`src/rtl/triangle_dispatcher_pkg.sv`:
```
// Shared types and constants for the triangle dispatcher slice.
package triangle_dispatcher_pkg;

  localparam int unsigned COORD_W = 10;
  localparam int unsigned Z_W     = 6;
  localparam int unsigned COLOR_W = 4;
  localparam int unsigned COMP_W  = 32;

  localparam logic [Z_W-1:0]     Z_FAR    = 6'h3F;
  localparam logic [COLOR_W-1:0] BG_COLOR = 4'h0;

  // One raster-space vertex: {x, y, z} as fp32 bit patterns.
  typedef logic [2:0][COMP_W-1:0] vertex_t;

  typedef struct packed {
    vertex_t              p1;
    vertex_t              p2;
    vertex_t              p3;
    logic [COLOR_W-1:0]   color;
  } triangle_t;

  typedef enum logic [2:0] {
    ST_IDLE      = 3'd0,
    ST_CLEAR     = 3'd1,
    ST_DISPATCH  = 3'd2,
    ST_LAUNCH    = 3'd3,
    ST_WAIT_ACK  = 3'd4,
    ST_WAIT_DONE = 3'd5
  } disp_state_e;

endpackage

```
`src/rtl/triangle_dispatcher_if.sv`:
```
// Upstream triangle channel, rasterizer handshake and memory ports of the dispatcher.
interface triangle_dispatcher_if;
  import triangle_dispatcher_pkg::*;

  logic               tri_valid;
  logic               tri_ready;
  vertex_t            tri_p1;
  vertex_t            tri_p2;
  vertex_t            tri_p3;
  logic [COLOR_W-1:0] tri_color;

  logic               frame_start;
  logic               frame_end;
  logic               frame_busy;
  logic               frame_done;

  logic               rast_start;
  vertex_t            rast_p1;
  vertex_t            rast_p2;
  vertex_t            rast_p3;
  logic [COLOR_W-1:0] rast_color;
  logic               rast_done;

  logic               rast_fb_we;
  logic [COORD_W-1:0] rast_fb_x;
  logic [COORD_W-1:0] rast_fb_y;
  logic [COLOR_W-1:0] rast_fb_data;
  logic               rast_zb_we;
  logic [COORD_W-1:0] rast_zb_x;
  logic [COORD_W-1:0] rast_zb_y;
  logic [Z_W-1:0]     rast_zb_wdata;
  logic [Z_W-1:0]     rast_zb_rdata;

  logic               fb_we;
  logic [COORD_W-1:0] fb_x;
  logic [COORD_W-1:0] fb_y;
  logic [COLOR_W-1:0] fb_data;
  logic               zb_we;
  logic [COORD_W-1:0] zb_x;
  logic [COORD_W-1:0] zb_y;
  logic [Z_W-1:0]     zb_wdata;
  logic [Z_W-1:0]     zb_rdata;

  // Environment side: upstream feeder, rasterizer and memories.
  modport master (
    output tri_valid, tri_p1, tri_p2, tri_p3, tri_color,
    output frame_start, frame_end, rast_done,
    output rast_fb_we, rast_fb_x, rast_fb_y, rast_fb_data,
    output rast_zb_we, rast_zb_x, rast_zb_y, rast_zb_wdata, zb_rdata,
    input  tri_ready, frame_busy, frame_done,
    input  rast_start, rast_p1, rast_p2, rast_p3, rast_color, rast_zb_rdata,
    input  fb_we, fb_x, fb_y, fb_data, zb_we, zb_x, zb_y, zb_wdata
  );

  // Dispatcher side.
  modport slave (
    input  tri_valid, tri_p1, tri_p2, tri_p3, tri_color,
    input  frame_start, frame_end, rast_done,
    input  rast_fb_we, rast_fb_x, rast_fb_y, rast_fb_data,
    input  rast_zb_we, rast_zb_x, rast_zb_y, rast_zb_wdata, zb_rdata,
    output tri_ready, frame_busy, frame_done,
    output rast_start, rast_p1, rast_p2, rast_p3, rast_color, rast_zb_rdata,
    output fb_we, fb_x, fb_y, fb_data, zb_we, zb_x, zb_y, zb_wdata
  );

endinterface

```
`src/rtl/triangle_dispatcher_tri_fifo.sv`:
```
// Synchronous FIFO of triangles; pushes when full and pops when empty are ignored.
module tri_fifo
  import triangle_dispatcher_pkg::*;
#(
  parameter int unsigned DEPTH = 4
) (
  input  logic                   clk,
  input  logic                   areset,
  input  logic                   push,
  input  triangle_t              push_data,
  input  logic                   pop,
  output triangle_t              pop_data,
  output logic                   full,
  output logic                   empty,
  output logic [$clog2(DEPTH):0] count
);

  localparam int unsigned AW = $clog2(DEPTH);
  localparam int unsigned CW = AW + 1;

  triangle_t         mem [DEPTH];
  logic [AW-1:0]     wr_ptr;
  logic [AW-1:0]     rd_ptr;
  logic              do_push;
  logic              do_pop;

  assign full     = (count == CW'(DEPTH));
  assign empty    = (count == '0);
  assign do_push  = push & ~full;
  assign do_pop   = pop & ~empty;
  assign pop_data = mem[rd_ptr];

  // Storage array; contents are don't-care until written.
  always_ff @(posedge clk) begin
    if (do_push) mem[wr_ptr] <= push_data;
  end

  // Pointers wrap naturally because DEPTH is a power of two.
  always_ff @(posedge clk) begin
    if (areset) begin
      wr_ptr <= '0;
      rd_ptr <= '0;
      count  <= '0;
    end else begin
      if (do_push) wr_ptr <= wr_ptr + AW'(1);
      if (do_pop)  rd_ptr <= rd_ptr + AW'(1);
      unique case ({do_push, do_pop})
        2'b10:   count <= count + CW'(1);
        2'b01:   count <= count - CW'(1);
        default: count <= count;
      endcase
    end
  end

endmodule

```
`src/rtl/triangle_dispatcher.sv`:
```
// Triangle FIFO, frame clear engine and rasterizer launcher; owns the fb/zb write ports.
module triangle_dispatcher
  import triangle_dispatcher_pkg::*;
#(
  parameter int unsigned        FIFO_DEPTH = 4,
  parameter int unsigned        H_RES      = 640,
  parameter int unsigned        V_RES      = 480,
  parameter logic [Z_W-1:0]     Z_FAR_VAL  = triangle_dispatcher_pkg::Z_FAR,
  parameter logic [COLOR_W-1:0] BG_VAL     = triangle_dispatcher_pkg::BG_COLOR
) (
  input logic                  clk,
  input logic                  areset,
  triangle_dispatcher_if.slave bus
);

  localparam int unsigned CNT_W = $clog2(FIFO_DEPTH) + 1;

  if (H_RES == 0 || V_RES == 0 || H_RES > 1024 || V_RES > 1024) begin : g_bad_res
    $error("triangle_dispatcher: H_RES/V_RES must be in 1..1024");
  end
  if (FIFO_DEPTH < 2 || (FIFO_DEPTH & (FIFO_DEPTH - 1)) != 0) begin : g_bad_depth
    $error("triangle_dispatcher: FIFO_DEPTH must be a power of two >= 2");
  end

  disp_state_e        state_q, state_d;
  logic [COORD_W-1:0] clr_x_q, clr_x_d;
  logic [COORD_W-1:0] clr_y_q, clr_y_d;
  logic               end_pending_q, end_pending_d;
  logic               clr_last;
  logic               pop;
  logic               frame_busy_q, frame_done_q, rast_start_q;
  triangle_t          rast_tri_q;
  triangle_t          push_data, head;
  logic               fifo_full, fifo_empty;
  logic [CNT_W-1:0]   fifo_count;

  assign push_data = '{p1: bus.tri_p1, p2: bus.tri_p2, p3: bus.tri_p3, color: bus.tri_color};
  assign bus.tri_ready = ~fifo_full;

  tri_fifo #(.DEPTH(FIFO_DEPTH)) u_fifo (
    .clk       (clk),
    .areset    (areset),
    .push      (bus.tri_valid),
    .push_data (push_data),
    .pop       (pop),
    .pop_data  (head),
    .full      (fifo_full),
    .empty     (fifo_empty),
    .count     (fifo_count)
  );

  assign clr_last = (state_q == ST_CLEAR) &&
                    (clr_x_q == COORD_W'(H_RES - 1)) &&
                    (clr_y_q == COORD_W'(V_RES - 1));

  // State register.
  always_ff @(posedge clk) begin
    if (areset) state_q <= ST_IDLE;
    else        state_q <= state_d;
  end

  // Next-state: clear sweep, then one triangle at a time on the start/done handshake.
  always_comb begin
    state_d = state_q;
    unique case (state_q)
      ST_IDLE:      if (bus.frame_start) state_d = ST_CLEAR;
      ST_CLEAR:     if (clr_last) state_d = ST_DISPATCH;
      ST_DISPATCH: begin
        if (bus.rast_done) begin
          if (!fifo_empty)        state_d = ST_LAUNCH;
          else if (end_pending_q) state_d = ST_IDLE;
        end
      end
      ST_LAUNCH:    state_d = ST_WAIT_ACK;
      ST_WAIT_ACK:  if (!bus.rast_done) state_d = ST_WAIT_DONE;
      ST_WAIT_DONE: if (bus.rast_done) state_d = ST_DISPATCH;
      default:      state_d = ST_IDLE;
    endcase
  end

  // Outputs of the FSM: FIFO pop, clear-sweep counters and end-of-frame latch.
  always_comb begin
    pop           = 1'b0;
    clr_x_d       = clr_x_q;
    clr_y_d       = clr_y_q;
    end_pending_d = end_pending_q;
    if (state_q == ST_IDLE) begin
      if (bus.frame_start) begin
        clr_x_d       = '0;
        clr_y_d       = '0;
        end_pending_d = 1'b0;
      end
    end else if (bus.frame_end) begin
      end_pending_d = 1'b1;
    end
    if (state_q == ST_CLEAR) begin
      if (clr_x_q == COORD_W'(H_RES - 1)) begin
        clr_x_d = '0;
        clr_y_d = clr_y_q + COORD_W'(1);
      end else begin
        clr_x_d = clr_x_q + COORD_W'(1);
      end
    end
    if (state_q == ST_DISPATCH && bus.rast_done && fifo_count != '0) pop = 1'b1;
  end

  // Registered status/handshake outputs and the held triangle for the rasterizer.
  always_ff @(posedge clk) begin
    if (areset) begin
      clr_x_q       <= '0;
      clr_y_q       <= '0;
      end_pending_q <= 1'b0;
      frame_busy_q  <= 1'b0;
      frame_done_q  <= 1'b0;
      rast_start_q  <= 1'b0;
      rast_tri_q    <= '0;
    end else begin
      clr_x_q       <= clr_x_d;
      clr_y_q       <= clr_y_d;
      end_pending_q <= end_pending_d;
      frame_busy_q  <= (state_d != ST_IDLE);
      frame_done_q  <= (state_q == ST_DISPATCH) && (state_d == ST_IDLE);
      rast_start_q  <= (state_d == ST_LAUNCH);
      if (pop) rast_tri_q <= head;
    end
  end

  assign bus.frame_busy    = frame_busy_q;
  assign bus.frame_done    = frame_done_q;
  assign bus.rast_start    = rast_start_q;
  assign bus.rast_p1       = rast_tri_q.p1;
  assign bus.rast_p2       = rast_tri_q.p2;
  assign bus.rast_p3       = rast_tri_q.p3;
  assign bus.rast_color    = rast_tri_q.color;
  assign bus.rast_zb_rdata = bus.zb_rdata;

  // Memory port mux: clear engine owns the ports during CLEAR, else rasterizer pass-through.
  always_comb begin
    bus.fb_we    = 1'b0;
    bus.fb_x     = '0;
    bus.fb_y     = '0;
    bus.fb_data  = '0;
    bus.zb_we    = 1'b0;
    bus.zb_x     = '0;
    bus.zb_y     = '0;
    bus.zb_wdata = '0;
    if (state_q == ST_CLEAR) begin
      bus.fb_we    = 1'b1;
      bus.fb_x     = clr_x_q;
      bus.fb_y     = clr_y_q;
      bus.fb_data  = BG_VAL;
      bus.zb_we    = 1'b1;
      bus.zb_x     = clr_x_q;
      bus.zb_y     = clr_y_q;
      bus.zb_wdata = Z_FAR_VAL;
    end else begin
      if (bus.rast_fb_we) begin
        bus.fb_we   = 1'b1;
        bus.fb_x    = bus.rast_fb_x;
        bus.fb_y    = bus.rast_fb_y;
        bus.fb_data = bus.rast_fb_data;
      end
      if (bus.rast_zb_we) begin
        bus.zb_we    = 1'b1;
        bus.zb_x     = bus.rast_zb_x;
        bus.zb_y     = bus.rast_zb_y;
        bus.zb_wdata = bus.rast_zb_wdata;
      end
    end
  end

endmodule

```
`src/flat_wrapper.sv`:
```
// flat-port wrapper written by rule: the top's interface ports become plain ports
module triangle_dispatcher_flat import triangle_dispatcher_pkg::*;
#(
  parameter int unsigned        FIFO_DEPTH = 4,
  parameter int unsigned        H_RES      = 640,
  parameter int unsigned        V_RES      = 480,
  parameter logic [Z_W-1:0]     Z_FAR_VAL  = triangle_dispatcher_pkg::Z_FAR,
  parameter logic [COLOR_W-1:0] BG_VAL     = triangle_dispatcher_pkg::BG_COLOR
)
  (clk, areset, bus_tri_valid, bus_tri_p1, bus_tri_p2, bus_tri_p3, bus_tri_color, bus_frame_start, bus_frame_end, bus_rast_done, bus_rast_fb_we, bus_rast_fb_x, bus_rast_fb_y, bus_rast_fb_data, bus_rast_zb_we, bus_rast_zb_x, bus_rast_zb_y, bus_rast_zb_wdata, bus_zb_rdata, bus_tri_ready, bus_frame_busy, bus_frame_done, bus_rast_start, bus_rast_p1, bus_rast_p2, bus_rast_p3, bus_rast_color, bus_rast_zb_rdata, bus_fb_we, bus_fb_x, bus_fb_y, bus_fb_data, bus_zb_we, bus_zb_x, bus_zb_y, bus_zb_wdata);
  triangle_dispatcher_if bus_i ();
  input logic clk;
  input logic areset;
  input wire logic [$bits(bus_i.tri_valid)-1:0] bus_tri_valid;
  input wire logic [$bits(bus_i.tri_p1)-1:0] bus_tri_p1;
  input wire logic [$bits(bus_i.tri_p2)-1:0] bus_tri_p2;
  input wire logic [$bits(bus_i.tri_p3)-1:0] bus_tri_p3;
  input wire logic [$bits(bus_i.tri_color)-1:0] bus_tri_color;
  input wire logic [$bits(bus_i.frame_start)-1:0] bus_frame_start;
  input wire logic [$bits(bus_i.frame_end)-1:0] bus_frame_end;
  input wire logic [$bits(bus_i.rast_done)-1:0] bus_rast_done;
  input wire logic [$bits(bus_i.rast_fb_we)-1:0] bus_rast_fb_we;
  input wire logic [$bits(bus_i.rast_fb_x)-1:0] bus_rast_fb_x;
  input wire logic [$bits(bus_i.rast_fb_y)-1:0] bus_rast_fb_y;
  input wire logic [$bits(bus_i.rast_fb_data)-1:0] bus_rast_fb_data;
  input wire logic [$bits(bus_i.rast_zb_we)-1:0] bus_rast_zb_we;
  input wire logic [$bits(bus_i.rast_zb_x)-1:0] bus_rast_zb_x;
  input wire logic [$bits(bus_i.rast_zb_y)-1:0] bus_rast_zb_y;
  input wire logic [$bits(bus_i.rast_zb_wdata)-1:0] bus_rast_zb_wdata;
  input wire logic [$bits(bus_i.zb_rdata)-1:0] bus_zb_rdata;
  output wire logic [$bits(bus_i.tri_ready)-1:0] bus_tri_ready;
  output wire logic [$bits(bus_i.frame_busy)-1:0] bus_frame_busy;
  output wire logic [$bits(bus_i.frame_done)-1:0] bus_frame_done;
  output wire logic [$bits(bus_i.rast_start)-1:0] bus_rast_start;
  output wire logic [$bits(bus_i.rast_p1)-1:0] bus_rast_p1;
  output wire logic [$bits(bus_i.rast_p2)-1:0] bus_rast_p2;
  output wire logic [$bits(bus_i.rast_p3)-1:0] bus_rast_p3;
  output wire logic [$bits(bus_i.rast_color)-1:0] bus_rast_color;
  output wire logic [$bits(bus_i.rast_zb_rdata)-1:0] bus_rast_zb_rdata;
  output wire logic [$bits(bus_i.fb_we)-1:0] bus_fb_we;
  output wire logic [$bits(bus_i.fb_x)-1:0] bus_fb_x;
  output wire logic [$bits(bus_i.fb_y)-1:0] bus_fb_y;
  output wire logic [$bits(bus_i.fb_data)-1:0] bus_fb_data;
  output wire logic [$bits(bus_i.zb_we)-1:0] bus_zb_we;
  output wire logic [$bits(bus_i.zb_x)-1:0] bus_zb_x;
  output wire logic [$bits(bus_i.zb_y)-1:0] bus_zb_y;
  output wire logic [$bits(bus_i.zb_wdata)-1:0] bus_zb_wdata;
  assign bus_i.tri_valid = bus_tri_valid;
  assign bus_i.tri_p1 = bus_tri_p1;
  assign bus_i.tri_p2 = bus_tri_p2;
  assign bus_i.tri_p3 = bus_tri_p3;
  assign bus_i.tri_color = bus_tri_color;
  assign bus_i.frame_start = bus_frame_start;
  assign bus_i.frame_end = bus_frame_end;
  assign bus_i.rast_done = bus_rast_done;
  assign bus_i.rast_fb_we = bus_rast_fb_we;
  assign bus_i.rast_fb_x = bus_rast_fb_x;
  assign bus_i.rast_fb_y = bus_rast_fb_y;
  assign bus_i.rast_fb_data = bus_rast_fb_data;
  assign bus_i.rast_zb_we = bus_rast_zb_we;
  assign bus_i.rast_zb_x = bus_rast_zb_x;
  assign bus_i.rast_zb_y = bus_rast_zb_y;
  assign bus_i.rast_zb_wdata = bus_rast_zb_wdata;
  assign bus_i.zb_rdata = bus_zb_rdata;
  assign bus_tri_ready = bus_i.tri_ready;
  assign bus_frame_busy = bus_i.frame_busy;
  assign bus_frame_done = bus_i.frame_done;
  assign bus_rast_start = bus_i.rast_start;
  assign bus_rast_p1 = bus_i.rast_p1;
  assign bus_rast_p2 = bus_i.rast_p2;
  assign bus_rast_p3 = bus_i.rast_p3;
  assign bus_rast_color = bus_i.rast_color;
  assign bus_rast_zb_rdata = bus_i.rast_zb_rdata;
  assign bus_fb_we = bus_i.fb_we;
  assign bus_fb_x = bus_i.fb_x;
  assign bus_fb_y = bus_i.fb_y;
  assign bus_fb_data = bus_i.fb_data;
  assign bus_zb_we = bus_i.zb_we;
  assign bus_zb_x = bus_i.zb_x;
  assign bus_zb_y = bus_i.zb_y;
  assign bus_zb_wdata = bus_i.zb_wdata;
  triangle_dispatcher #(.FIFO_DEPTH(FIFO_DEPTH), .H_RES(H_RES), .V_RES(V_RES), .Z_FAR_VAL(Z_FAR_VAL), .BG_VAL(BG_VAL)) u_core (.clk(clk), .areset(areset), .bus(bus_i));
endmodule
```
`config.mk`:
```
export PLATFORM = sky130hd
export DESIGN_NAME = triangle_dispatcher_flat
export DESIGN_NICKNAME = d
export VERILOG_FILES = /design/src/rtl/triangle_dispatcher_pkg.sv /design/src/rtl/triangle_dispatcher_if.sv /design/src/rtl/triangle_dispatcher_tri_fifo.sv /design/src/rtl/triangle_dispatcher.sv /design/src/flat_wrapper.sv
export SDC_FILE = /design/constraint.sdc
export NUM_CORES = 1
export LEC_CHECK = 0
export CAP_MARGIN = 25
export CORE_MARGIN = 5
export CORE_UTILIZATION = 50
export CTS_BUF_LIST = sky130_fd_sc_hd__clkbuf_4 sky130_fd_sc_hd__clkbuf_8 sky130_fd_sc_hd__clkbuf_16
export DETAILED_ROUTE_END_ITERATION = 10
export PLACE_DENSITY = 0.81
export SYNTH_ARGS = -nofsm -noshare
export SYNTH_HDL_FRONTEND = slang
export SYNTH_SLANG_ARGS = --single-unit
```
`constraint.sdc`:
```
create_clock -name clk -period 11.52 [get_ports clk]
set_clock_uncertainty 0.2 [all_clocks]
set_input_delay 1.152 -clock clk [delete_from_list [all_inputs] [get_ports clk]]
set_output_delay 1.152 -clock clk [all_outputs]
set_load 0.005 [all_outputs]
```
=== After elaboration in Yosys (flattened, before gate mapping) ===
Memories as Yosys holds them, arrays and structs flattened. A register that Yosys moved wholly into a read port is not among the register bits.
Cells that the tools add are included.

* Flip-flop bits (word level): 34
* RAM bits: 1168
* Input bits: 356
* Output and inout port bits: 354
* Logic and storage cells: 88
* Memories: 1

* Add/subtract/negate cells: 6
* Equal/unequal tests: 12
* Multiplexer cells: 39
* Bitwise operators: 4
* Reduce and logical (&&, ||, !) cells: 16

{| class="wikitable"
|+ Memories
! memory !! depth !! bits a word !! rd ports !! clocked after memory_dff !! write ports !! RTL line !! source
|-
| u_core.u_fifo.mem || 4 || 292 || 1 || 1 || 1 || triangle_dispatcher_tri_fifo.sv:21 || <nowiki>triangle_t mem [DEPTH];</nowiki>
|}

{| class="wikitable"
|+ Operators by type and width
! operator !! count
|-
| $mux W10 || 16
|-
| $mux W3 || 7
|-
| $add A10 B1 Y10 const B || 2
|-
| $pmux W3 S6 || 1
|-
| $mux W6 || 2
|-
| $eq A10 B10 Y1 const B || 1
|-
| $eq A10 B9 Y1 const B || 1
|-
| $mux W1 || 10
|-
| $eq A3 B2 Y1 const B || 3
|-
| $eq A3 B3 Y1 const B || 3
|-
| $logic_not A3 Y1 || 3
|-
| $mux W4 || 2
|-
| $reduce_bool A2 Y1 || 4
|-
| $pmux W3 S2 || 1
|-
| $reduce_bool A3 Y1 || 2
|-
| $logic_and A1 B1 Y1 || 5
|-
| $add A2 B1 Y2 const B || 2
|-
| $reduce_and A2 Y1 || 2
|-
| $add A3 B1 Y3 const B || 1
|-
| $eq A3 B1 Y1 const B || 1
|-
| $sub A3 B1 Y3 const B || 1
|-
| $and A1 B1 Y1 || 2
|-
| $eq A2 B1 Y1 const B || 1
|-
| $eq A2 B2 Y1 const B || 1
|-
| other kinds (2) || 3
|}

=== Depth between registers and ports, before layout ===
* Depth in word-level cells: 7
* Mapped depth: 11
* Mapped depth without buffers: 9

=== Cells and area by module ===
From an unflattened synthesis, not the netlist that was laid out.

* Cells, all modules: 3100
* Area total of the unflattened synthesis: 54763.8 µm²

{| class="wikitable"
|+ Modules (own cells, without submodules)
! module !! instances !! cells an instance !! area each (µm²) !! seq. area each (µm²)
|-
| tri_fifo || 1 || 1579 || 42914.9 || 35253.8
|-
| triangle_dispatcher || 1 || 1521 || 11848.9 || 6386.1
|}

=== Worst setup path after synthesis ===
No wires, ideal clock.

* Kind: in2reg
* Start: in bus_tri_valid
* End: mem u_core.u_fifo.mem[0][0] (netlist name) (enable)
* Arrival: 7844 ps
* Data required time: 10628 ps
* Path slack: 2783 ps
* Stages: 1
* Path buffers: 0
* Cells stage by stage: and3_1

* Cells in the longest elaborated chain, start to end: 3

{| class="wikitable"
|+ Ends and longest elaborated chain
! item !! RTL line !! source
|-
| from (decl) || flat_wrapper.sv:14 || <nowiki>input wire logic [$bits(bus_i.tri_valid)-1:0] bus_tri_valid;</nowiki>
|-
| $and A1 B1 Y1 || triangle_dispatcher_tri_fifo.sv:29 || <nowiki>assign do_push = push & ~full;</nowiki>
|-
| $mux W1 || triangle_dispatcher_tri_fifo.sv:35 || <nowiki>if (do_push) mem[wr_ptr] <= push_data;</nowiki>
|-
| $mux W1 (implied by the code) || triangle_dispatcher_tri_fifo.sv:35 ||
|-
| to (decl) || triangle_dispatcher_tri_fifo.sv:21 ||
|}

Every way passes these cells.

=== Worst setup path in the final report ===
* Start: in bus_rast_zb_we
* End: out bus_zb_y[9]

* Cells in the longest elaborated chain, start to end: 2

{| class="wikitable"
|+ Ends and longest elaborated chain
! item !! RTL line !! source
|-
| from (decl) || flat_wrapper.sv:26 || <nowiki>input wire logic [$bits(bus_i.rast_zb_we)-1:0] bus_rast_zb_we;</nowiki>
|-
| $mux W10 || triangle_dispatcher.sv:163 || <nowiki>if (bus.rast_zb_we) begin</nowiki>
|-
| $mux W10 || triangle_dispatcher.sv:147 || <nowiki>if (state_q == ST_CLEAR) begin</nowiki>
|-
| to (decl) || flat_wrapper.sv:46 || <nowiki>output wire logic [$bits(bus_i.zb_y)-1:0] bus_zb_y;</nowiki>
|}

Every way passes these cells.

==> run summary <==
In this run the worst path has a maximum fanout of 13. Count of nets left with antenna violations after detail routing: 0. The max-slew violation total from the final report came out at 0. For the HPWL after detailed placement, the log shows 75.7 mm.

The number of clock buffers inserted by TritonCTS was 148. The logs give 0.629 for the final core area utilization and 0.768 for the sequential fraction of the synthesis area. When the netlist entered floorplanning its net count stood at 3430. For this design, the CTS-stage hold fixing added 0 buffers. The total grt overflow was 0. Start point of the critical path: bus_rast_zb_we. Fill cells in the final layout number 7181. The logs give 11400 µW for the total power and 0.221 for the tightest slew margin relative to the limit.

After detailed routing, the number of remaining DRC violations is 0. For this block, the initial DRC count from the detailed router was 2293. In this run, distinct cell masters in the synthesized netlist total 51. For the first-pass GRT wire length, the log shows 193 mm. STA puts the critical path data arrival time at 3.36 ns. Critical path capture point type: an output port.

The area share of the largest cell type after synthesis was 0.648. Library cell with the highest instance count after synthesis: sky130_fd_sc_hd__edfxtp_1. Across the whole layout, storage elements account for 41600 µm². In this run the vertical extent of the chip is 339 µm. The length of the first detailed-routing pass in iterations is 5. By area the synthesized netlist is led by sky130_fd_sc_hd__edfxtp_1 65%, sky130_fd_sc_hd__mux4_2 12%, sky130_fd_sc_hd__dfxtp_1 12%.

In the final timing run, aggregate negative setup slack is 0 ns. Of all cell types, the one taking the most synthesized area is sky130_fd_sc_hd__edfxtp_1. The run finished with clean final reports. The launching element type of the critical path is an input port. Among all flip-flop cells after synthesis, the most frequent one is sky130_fd_sc_hd__edfxtp_1.

The number of nets in the finished design is 4116. The share of flip-flops with an asynchronous set or reset is 0, and the synthesized flop and latch total is 1494. In this run the number of H-tree levels came out at 4. The class of the most critical hold timing path was reg -> reg. The run gives 0.000146 V as the peak supply drop. The final-report hold violation count came out at 0. The logs give 0.504 for the initial core utilization and 11700 µm² for the area occupied by multi-input gates. In the final routed layout, each cell accounts on average for 24.4 µm. At the end of routability-driven placement, the weighted congestion stood at 0.873. Setup repair after global routing left no endpoint under its margin.

The sink count of the clock tree came out at 1494. The area growth from synthesis to layout works out to 24.7%. The initial antenna violation count came out at 38. The via-per-instance ratio is 5.63.

The total routed wirelength was 129 mm; the data required time at the worst endpoint was 10.17 ns. After clock tree synthesis, the clock-pin slew on the worst setup and hold paths is 0.06 ns. The global-route usage over all layers is 0.220, and the highest clock rate is 0.212 GHz. A synthesized cell averages 17.7 µm².

Row generation in the floorplan step produced 120 rows. The total of warnings raised by yosys is 0. The analysis attributes to cell leakage a power of 0.0212 µW. For this run, the number of standard cells in the final layout without fillers is 5315. The number of gates resized after cts is 0. For the pin with the worst max-slew slack, the measured transition is 1.17 ns. The tools report the core outline area as 107000 µm².

The cell total after placement was 5004. Entering global routing, the biggest net connects 154 pins. Power spread over the standard cell area amounts to 168 nW/µm².

By startpoint and endpoint, the worst setup path is classified as in -> out. The die covers 115000 µm². TritonCTS built the clock tree. The cell count after synthesis came out at 3066. For the number of post-CTS setup repair buffers, the log shows 0. The fraction of layout instances using a drive strength above 1 was 0.153. The clock reaches the later pin of the worst-skew pair after 0.75 ns. The commonest cells after synthesis are 1168 x sky130_fd_sc_hd__edfxtp_1, 599 x sky130_fd_sc_hd__nand2_1, 326 x sky130_fd_sc_hd__dfxtp_1, 309 x sky130_fd_sc_hd__a21oi_1, 292 x sky130_fd_sc_hd__mux4_2. After layout, the minimum clock period comes to 4.71 ns.

The top-level I/O count is 710, and the share of the clock period used by the worst path after layout is 0.409. The tools report the via count of the first global-routing pass as 30642. The chip width was 339 µm; the number of endpoints failing setup at the final stage was 0. The tools report the max-cap check violation count as 0. The clock passes through at most 3 buffers.

Startpoint of the worst register-to-register path: u_core.state_q[2]. The worst hold path begins at u_core.bus.rast_p2[50]. The port buffer count is 697, and the count of flip-flops with a built-in enable after synthesis is 1168. Detailed routing inserted a total of 29902 vias.

The tools report the root buffer selected by CTS as sky130_fd_sc_hd__clkbuf_16. After synthesis the cells add up to 54100 µm².
-- where the power goes --
part / switching, µW / internal (µW)
clock network: 2000 / 2800
registers: 47.0 / 6030
logic: 248 / 229
total: 2300 / 9060
-- logic make-up (layout without fill, tap and decap cells) --
kind of cell	count (synthesis)	in the layout	synth area share
AO/OA/AOI/OAI	376	376	0.0387
XOR/XNOR	11	11	0.00178
adder cells (fa/ha/maj)	8	8	0.00199
buffers and inverters	195	1009	0.0154
flip-flops	1494	1494	0.768
multiplexers	296	296	0.122
other	0	32	0
AND/OR/NAND/NOR	686	686	0.0516
-- worst max-delay path, cell delays in order --
cell                              delay [ns]
sky130_fd_sc_hd__clkdlybuf4s50_1        0.62
sky130_fd_sc_hd__nor2b_1                0.56
sky130_fd_sc_hd__buf_4                  0.31
sky130_fd_sc_hd__a22o_1                 0.14
sky130_fd_sc_hd__clkdlybuf4s50_1        0.56
-- state kept, by name, summed over array words and instances (netlist names) --
register	cells
u_core.end_pending_q	1
u_core.clr_x_q	10
u_core.bus.rast_start	1
u_core.bus.rast_p3	96
u_core.bus.rast_p2	96
u_core.bus.frame_done	1
u_core.u_fifo.rd_ptr	2
u_core.bus.rast_color	4
u_core.u_fifo.count	3
u_core.u_fifo.wr_ptr	2
u_core.clr_y_q	10
u_core.u_fifo.mem	1168
u_core.state_q	3
u_core.bus.frame_busy	1
u_core.bus.rast_p1	96
-- layer usage --
metal | track usage | vias up | wire length, µm
met2 | 0.378 | 1212 | 68100
met4 | 0.102 | 8 | 5190
li1 | - | 13202 | -
met3 | 0.0550 | 252 | 9400
met5 | 0 | - | 55
met1 | 0.263 | 15228 | 46800
-- path summary, 6_finish.rpt --
path                            slack, ns                     end  cells past startpoint
worst min register to register       0.25  u_core.bus.rast_p2[50]                      2
worst max-delay path                 6.81             bus_zb_y[9]                      5
worst max register to register       7.46  u_core.bus.rast_p3[84]                      7
worst min-delay path                 0.25  u_core.bus.rast_p2[50]                      2
-- cell type report --
| class | instances | area share |
|---|---|---|
| Antenna cell | 32 | 0.00119 |
| Clock buffer | 223 | 0.0655 |
| Clock inverter | 55 | 0.00819 |
| Inverter | 8 | 0.000556 |
| Multi-Input combinational cell | 1377 | 0.174 |
| Sequential cell | 1494 | 0.616 |
| Tap cell | 1403 | 0.0260 |
| Timing Repair Buffer | 723 | 0.109 |
-- placed cells by master, fill, tap and decap left out, drive strengths merged, types with 4 or more instances in the layout --
cell type / n
edfxtp: 1168
clkdlybuf4s50: 696
nand2: 599
dfxtp: 326
a21oi: 309
mux4: 292
clkbuf: 224
a22o: 40
clkinv: 38
diode: 32
buf: 26
inv: 17
nor2: 16
nand3: 10
or3: 9
a21o: 8
xor2: 7
o21ai: 7
ha: 7
and2: 7
nand4: 7
and3: 6
bufinv: 5
nor3b: 5
or2: 4
xnor2: 4
nor2b: 4
-- stage by stage --
stage | hold slack, ns | cell area [µm²] | worst slack, ns
3_3_place_gp | 0.241 | 62500 | 6.50
3_5_place_dp | 0.246 | 62500 | 6.36
2_1_floorplan | 0.246 | 54100 | 2.78
5_1_grt | 0.268 | 67500 | 6.68
6_report | 0.250 | 67500 | 6.81
4_1_cts | 0.253 | 67500 | 6.76
(Power assumes the default switching activity.)
